[config.mk]
export PLATFORM = sky130hd
export DESIGN_NAME = dma_rd_arb
export DESIGN_NICKNAME = d
export VERILOG_FILES = /design/src/rtl/dma_rd_arb.sv
export SDC_FILE = /design/constraint.sdc
export NUM_CORES = 1
export LEC_CHECK = 0
export CAP_MARGIN = 15
export CELL_PAD_IN_SITES_DETAIL_PLACEMENT = 0
export CELL_PAD_IN_SITES_GLOBAL_PLACEMENT = 1
export CORE_AREA = 2 2 190 192
export DETAILED_ROUTE_END_ITERATION = 12
export DIE_AREA = 0 0 192 194
export GPL_ROUTABILITY_DRIVEN = 1
export GPL_TIMING_DRIVEN = 0
export PLACE_DENSITY_LB_ADDON = 0.12
export SETUP_SLACK_MARGIN = 0.05
export SLEW_MARGIN = 0
export SYNTH_ARGS = -nofsm -noshare
export SYNTH_HDL_FRONTEND = slang
export SYNTH_SLANG_ARGS = --single-unit
[constraint.sdc]
create_clock -name clk -period 1.9 [get_ports clk]
set_input_delay 0.57 -clock clk [delete_from_list [all_inputs] [get_ports clk]]
set_output_delay 0.57 -clock clk [all_outputs]
set_load 0.01 [all_outputs]
[src/rtl/dma_rd_arb.sv]
// Round-robin arbiter sharing the DDR DMA read channel between the icache fill
// engine and the waveform fetch engine, with a per-grant beat budget.
//
// state  | meaning
// IDLE   | no owner, request path idle
// GNT_IC | icache owns the DMA read channel
// GNT_WV | waveform owns the DMA read channel
module dma_rd_arb #(
  parameter int unsigned BURST_MAX   = 64,
  parameter int unsigned HOLD_CYCLES = 2
) (
  input  logic         clk,
  input  logic         rst_n,
  input  logic         ic_priority,
  input  logic [32:0]  ic_read_dma_addr,
  input  logic         ic_read_dma_valid,
  output logic         ic_read_dma_ack,
  output logic [127:0] ic_read_dma_data,
  input  logic [32:0]  wv_read_dma_addr,
  input  logic         wv_read_dma_valid,
  output logic         wv_read_dma_ack,
  output logic [127:0] wv_read_dma_data,
  output logic [32:0]  dma_read_addr,
  output logic         dma_read_valid,
  input  logic         dma_read_ack,
  input  logic [127:0] dma_read_data,
  output logic [1:0]   grant,
  output logic         err_spurious_ack
);

  typedef enum logic [1:0] {
    IDLE   = 2'b00,
    GNT_IC = 2'b01,
    GNT_WV = 2'b10
  } state_e;

  localparam logic [9:0] BEAT_LIMIT = 10'(BURST_MAX);
  localparam logic [3:0] HOLD_LIMIT = 4'(HOLD_CYCLES);

  state_e     state_q, state_d;
  logic       last_wv_q, last_wv_d;
  logic [9:0] beat_cnt_q, beat_cnt_d;
  logic [3:0] idle_cnt_q, idle_cnt_d;
  logic       err_q, err_d;

  logic own_ic, own_wv, own_valid, other_valid, fwd_ack, idle_hit, yield;

  assign own_ic      = (state_q == GNT_IC);
  assign own_wv      = (state_q == GNT_WV);
  assign own_valid   = (own_ic & ic_read_dma_valid) | (own_wv & wv_read_dma_valid);
  assign other_valid = (own_ic & wv_read_dma_valid) | (own_wv & ic_read_dma_valid);
  assign fwd_ack     = dma_read_ack & own_valid;
  assign idle_hit    = ((idle_cnt_q + 4'd1) == HOLD_LIMIT);
  assign yield       = (beat_cnt_q == BEAT_LIMIT) | idle_hit | (own_wv & ic_priority);

  always_comb begin
    state_d    = state_q;
    last_wv_d  = last_wv_q;
    beat_cnt_d = beat_cnt_q;
    idle_cnt_d = idle_cnt_q;
    err_d      = err_q | (dma_read_ack & ~own_valid);
    case (state_q)
      GNT_IC, GNT_WV: begin
        if (own_valid) begin
          idle_cnt_d = 4'd0;
          if (fwd_ack && (beat_cnt_q != BEAT_LIMIT)) beat_cnt_d = beat_cnt_q + 10'd1;
        end else if (other_valid && yield) begin
          // Switching only while the owner's valid is low keeps an outstanding beat intact.
          state_d    = own_ic ? GNT_WV : GNT_IC;
          last_wv_d  = own_ic;
          beat_cnt_d = 10'd0;
          idle_cnt_d = 4'd0;
        end else if (idle_hit) begin
          state_d    = IDLE;
          beat_cnt_d = 10'd0;
          idle_cnt_d = 4'd0;
        end else begin
          idle_cnt_d = idle_cnt_q + 4'd1;
        end
      end
      default: begin
        beat_cnt_d = 10'd0;
        idle_cnt_d = 4'd0;
        if (ic_read_dma_valid && (!wv_read_dma_valid || ic_priority || last_wv_q)) begin
          state_d   = GNT_IC;
          last_wv_d = 1'b0;
        end else if (wv_read_dma_valid) begin
          state_d   = GNT_WV;
          last_wv_d = 1'b1;
        end else begin
          state_d = IDLE;
        end
      end
    endcase
  end

  always_ff @(posedge clk or negedge rst_n) begin
    if (!rst_n) begin
      state_q    <= IDLE;
      last_wv_q  <= 1'b1;
      beat_cnt_q <= 10'd0;
      idle_cnt_q <= 4'd0;
      err_q      <= 1'b0;
    end else begin
      state_q    <= state_d;
      last_wv_q  <= last_wv_d;
      beat_cnt_q <= beat_cnt_d;
      idle_cnt_q <= idle_cnt_d;
      err_q      <= err_d;
    end
  end

  assign grant            = state_q;
  assign dma_read_valid   = own_valid;
  assign dma_read_addr    = own_ic ? ic_read_dma_addr : (own_wv ? wv_read_dma_addr : 33'd0);
  assign ic_read_dma_ack  = fwd_ack & own_ic;
  assign wv_read_dma_ack  = fwd_ack & own_wv;
  assign ic_read_dma_data = dma_read_data;
  assign wv_read_dma_data = dma_read_data;
  assign err_spurious_ack = err_q;

endmodule

==> results of run 1 <==
==> final cells by class <==
cell class,instances,area [um2]
plain buffers,265,2060
clock buffers,4,88.8
fillers,3905,27000
inverters,10,37.5
multi-input cells,125,1110
flip-flops and latches,18,455
well taps,461,577
repair buffers,399,3890
==> layer usage <==
layer	vias up	track usage, %	wire length [um]
met5	-	0	0
met1	1726	6.68	4590
met4	0	1.27	106
li1	1947	-	-
met3	4	2.97	2180
met2	269	15.6	8570
==> final timing paths <==
path / from / to / slack, ns / depth (start not counted)
min: err_spurious_ack / err_spurious_ack / 0.48 / 1
max reg2reg: idle_cnt_q[0] / last_wv_q / -0.20 / 6
max: grant[1] / dma_read_addr[10] / -0.38 / 8
min reg2reg: err_spurious_ack / err_spurious_ack / 0.48 / 1
max in group asynchronous: rst_n / idle_cnt_q[0] / 0.44 / 1
min in group asynchronous: rst_n / beat_cnt_q[5] / 0.84 / 1
==> registers in the layout (all words and copies together) (netlist names) <==
| name | count |
|---|---|
| idle_cnt_q | 4 |
| grant | 2 |
| last_wv_q | 1 |
| beat_cnt_q | 10 |
| err_spurious_ack | 1 |
==> through the flow <==
stage          setup WS [ns]  setup TNS (ns)  std cells  power, mW
2_1_floorplan        -0.0929           -1.23        419       2.45
3_3_place_gp          -0.978          -37.32       1246       4.36
3_5_place_dp          -0.953          -35.67       1246       4.26
4_1_cts               -0.471          -16.48       1276       5.53
5_1_grt               -0.482          -18.40       1282       6.22
6_report              -0.377          -13.90       1282       5.83
==> Yosys cell counts (all sizes together) <==
master     n  area [um2]
o22a       1        8.76
a221oi     1        15.0
nand2b     2        12.5
o31ai      3        27.5
nand4      3        18.8
nor3       1        5.00
a22o      33         289
nand3      8        40.0
and3       3        18.8
nor2      12        47.6
nand2      6        22.5
a21oi      3        15.0
ha         6        75.1
nor4       2        12.5
nor3b      2        15.0
a21boi     1        7.51
dfstp      1        26.3
a211oi     1        12.5
o32a       1        10.0
mux2       1        15.0
a2111o     1        11.3
a22oi      1        7.51
or3b       2        17.5
xor2       1        8.76
o21ai     12        60.1
o31a       2        17.5
o2bb2ai    2        17.5
clkbuf     8        30.0
nor2b      3        18.8
or4b       1        13.8
inv       10        37.5
xnor2      1        8.76
a31oi      3        18.8
a41o       1        10.0
and3b      1        8.76
buf      258        1930
a21o       2        15.0
and4       2        17.5
dfrtp     17         425
==> cell families after synthesis <==
kind of cell	count (synthesis)	share of synthesized area, %
multiplexers	1	0.445
adder cells (fa/ha/maj)	6	2.23
buffers and inverters	276	59.3
flip-flops	18	13.4
AND/OR/NAND/NOR	48	7.98
XOR/XNOR	2	0.520
AO/OA/AOI/OAI	68	16.1
==> power breakdown <==
| part | leakage [nW] | internal (mW) | switching (mW) |
|---|---|---|---|
| sequential | 0.234 | 0.463 | 0.0759 |
| clock | 0.0442 | 0.321 | 0.167 |
| combinational | 3.40 | 2.85 | 1.95 |
==> worst reg2reg max path: cells and delay by family, from the launching register on <==
kind / cells / cell delay (ns)
AO/OA/AOI/OAI: 2 / 0.50
multiplexers: 1 / 0.31
adder cells (fa/ha/maj): 1 / 0.20
flip-flops: 1 / 0.43
AND/OR/NAND/NOR: 2 / 0.60
==> what timing repair did <==
action / 4_1_cts / 5_1_grt
endpoints found under the setup margin: 55 / 53
gates cloned: 3 / 0
gates resized for setup: 218 / 26
hold buffers: 0 / 0
pin swaps: 20 / 11
buffers inserted: 23 / 7
==> key figures, run 1 <==
Cells and area
  – ANT cells: 0
  – Share of cells above drive strength 1: 46.2%
  – Commonest non-fill, non-tap cell in the layout: clkdlybuf4s50_1
  – Post-route design area: 8220 um2
  – Nets: 1,028
  – P&R area growth vs syn: 144%
  – Layout Utilization: 23.3%
  – Most frequent cells in the layout: clkdlybuf4s50_1, buf_4, a22o_1

Hold path
  – Worst Hold Class: flip-flop to flip-flop

Placed design
  – Placed Area: 7670 um2
  – Dpl hpwl: 13.5 mm
  – Final Wtd Congestion: 0.690
  – IO Port Bufs: 366

Clocking
  – Clock root buffer master: clkbuf_16
  – Clk_lat worst skew: 0.25 ns
  – CTS tree: done
  – H-Tree Depth: 1
  – CTS Sinks: 18
  – Deepest clock path buffer count: 2
  – CTS buffer count: 3
  – Clock-pin slew on the worst setup and hold paths: 0.06 ns

Timing
  – Fin. max-slew vios: 0
  – Max Freq: 439 MHz
  – Relative slew slack: 38.3%
  – Final hold slack: 0.475 ns
  – Worst-Margin Slew: 0.922 ns
  – Setup violations, final: 51
  – Final Cycle Share: 120%
  – RSZ-0062 raised after global routing: yes
  – Final WS setup: -0.377 ns
  – Final Hold Fails: 0
  – Minimum clock period: 2.28 ns
  – Clk_skew: 0.00236 ns

Detailed routing
  – DRT Wirelength: 15.5 mm
  – Initial DRC Count: 63
  – Pre-antenna DRT Iters: 4
  – Final ANT Viol Nets: 0
  – WL/cell: 12.1 um
  – Drc violations: 0
  – Via count: 3,946
  – Avg Vias per Cell: 3.08

Worst setup path
  – Required time of the critical path: 1.33 ns
  – Worst path most repeated cell: buf_6
  – Worst-path fanout max: 8
  – CP Launch Type: flip-flop
  – Max stage delay on crit path: 0.45 ns
  – WP data arrival: 1.71 ns
  – Crit path capture type: output port
  – Worst path bufs/invs: 5
  – WS Path Type: flip-flop to output port
  – Crit-path slowest cell: dfrtp_2
  – CP top delay family: buffers and inverters
  – Critical Path, Cell by Cell: inv_2 > ha_4 > buf_6 > nor2b_4 > buf_12 > clkbuf_16 > a22o_4 > buf_6

GRT
  – Number of global-route vias before repair: 3,833
  – Global-route wire length before repair: 21.9 mm
  – Initial antenna violation count: 0
  – Aggregate global-route resource usage: 7.51%
  – Grt total ovfl: 0
  – Largest net degree at the start of global routing: 19

Logic synthesis
  – Synth warnings: 0
  – Syn nets: 625
  – Post-synthesis register bit count: 18
  – Post-Syn Instances: 419
  – Mapped Area: 3370 um2
  – Seq/Total Area, Yosys: 13.4%
  – Netlist cell types: 43
  – Synthesized area per cell: 8.04 um2

Die
  – Cell row count: 69
  – Die H: 194 um
  – Initial Util: 9.57%
  – Core area: 35,200 um2
  – Die Width: 192 um
  – Die area: 37,200 um2
  – Num ports: 495

Power
  – Peak VDD IR: 0.000408 V
  – Leakage power total: 3.68 nW
  – P per Cell Area: 709 nW/um2

Status
  – Failing checks: setup timing
  – Status: finished, violations left

Job
  – Max cap viols: 0
Power figures use the tool's default switching activity.
==> run 2, diff against run 1 <==
--- a/config.mk
+++ b/config.mk
@@ -9,6 +9,7 @@
 export CELL_PAD_IN_SITES_DETAIL_PLACEMENT = 0
 export CELL_PAD_IN_SITES_GLOBAL_PLACEMENT = 1
 export CORE_AREA = 2 2 190 192
+export CTS_CLUSTER_DIAMETER = 80
 export DETAILED_ROUTE_END_ITERATION = 12
 export DIE_AREA = 0 0 192 194
 export GPL_ROUTABILITY_DRIVEN = 1
==> results of run 2 <==
No change in the layout: final DEF, timing and power equal those of run 1.
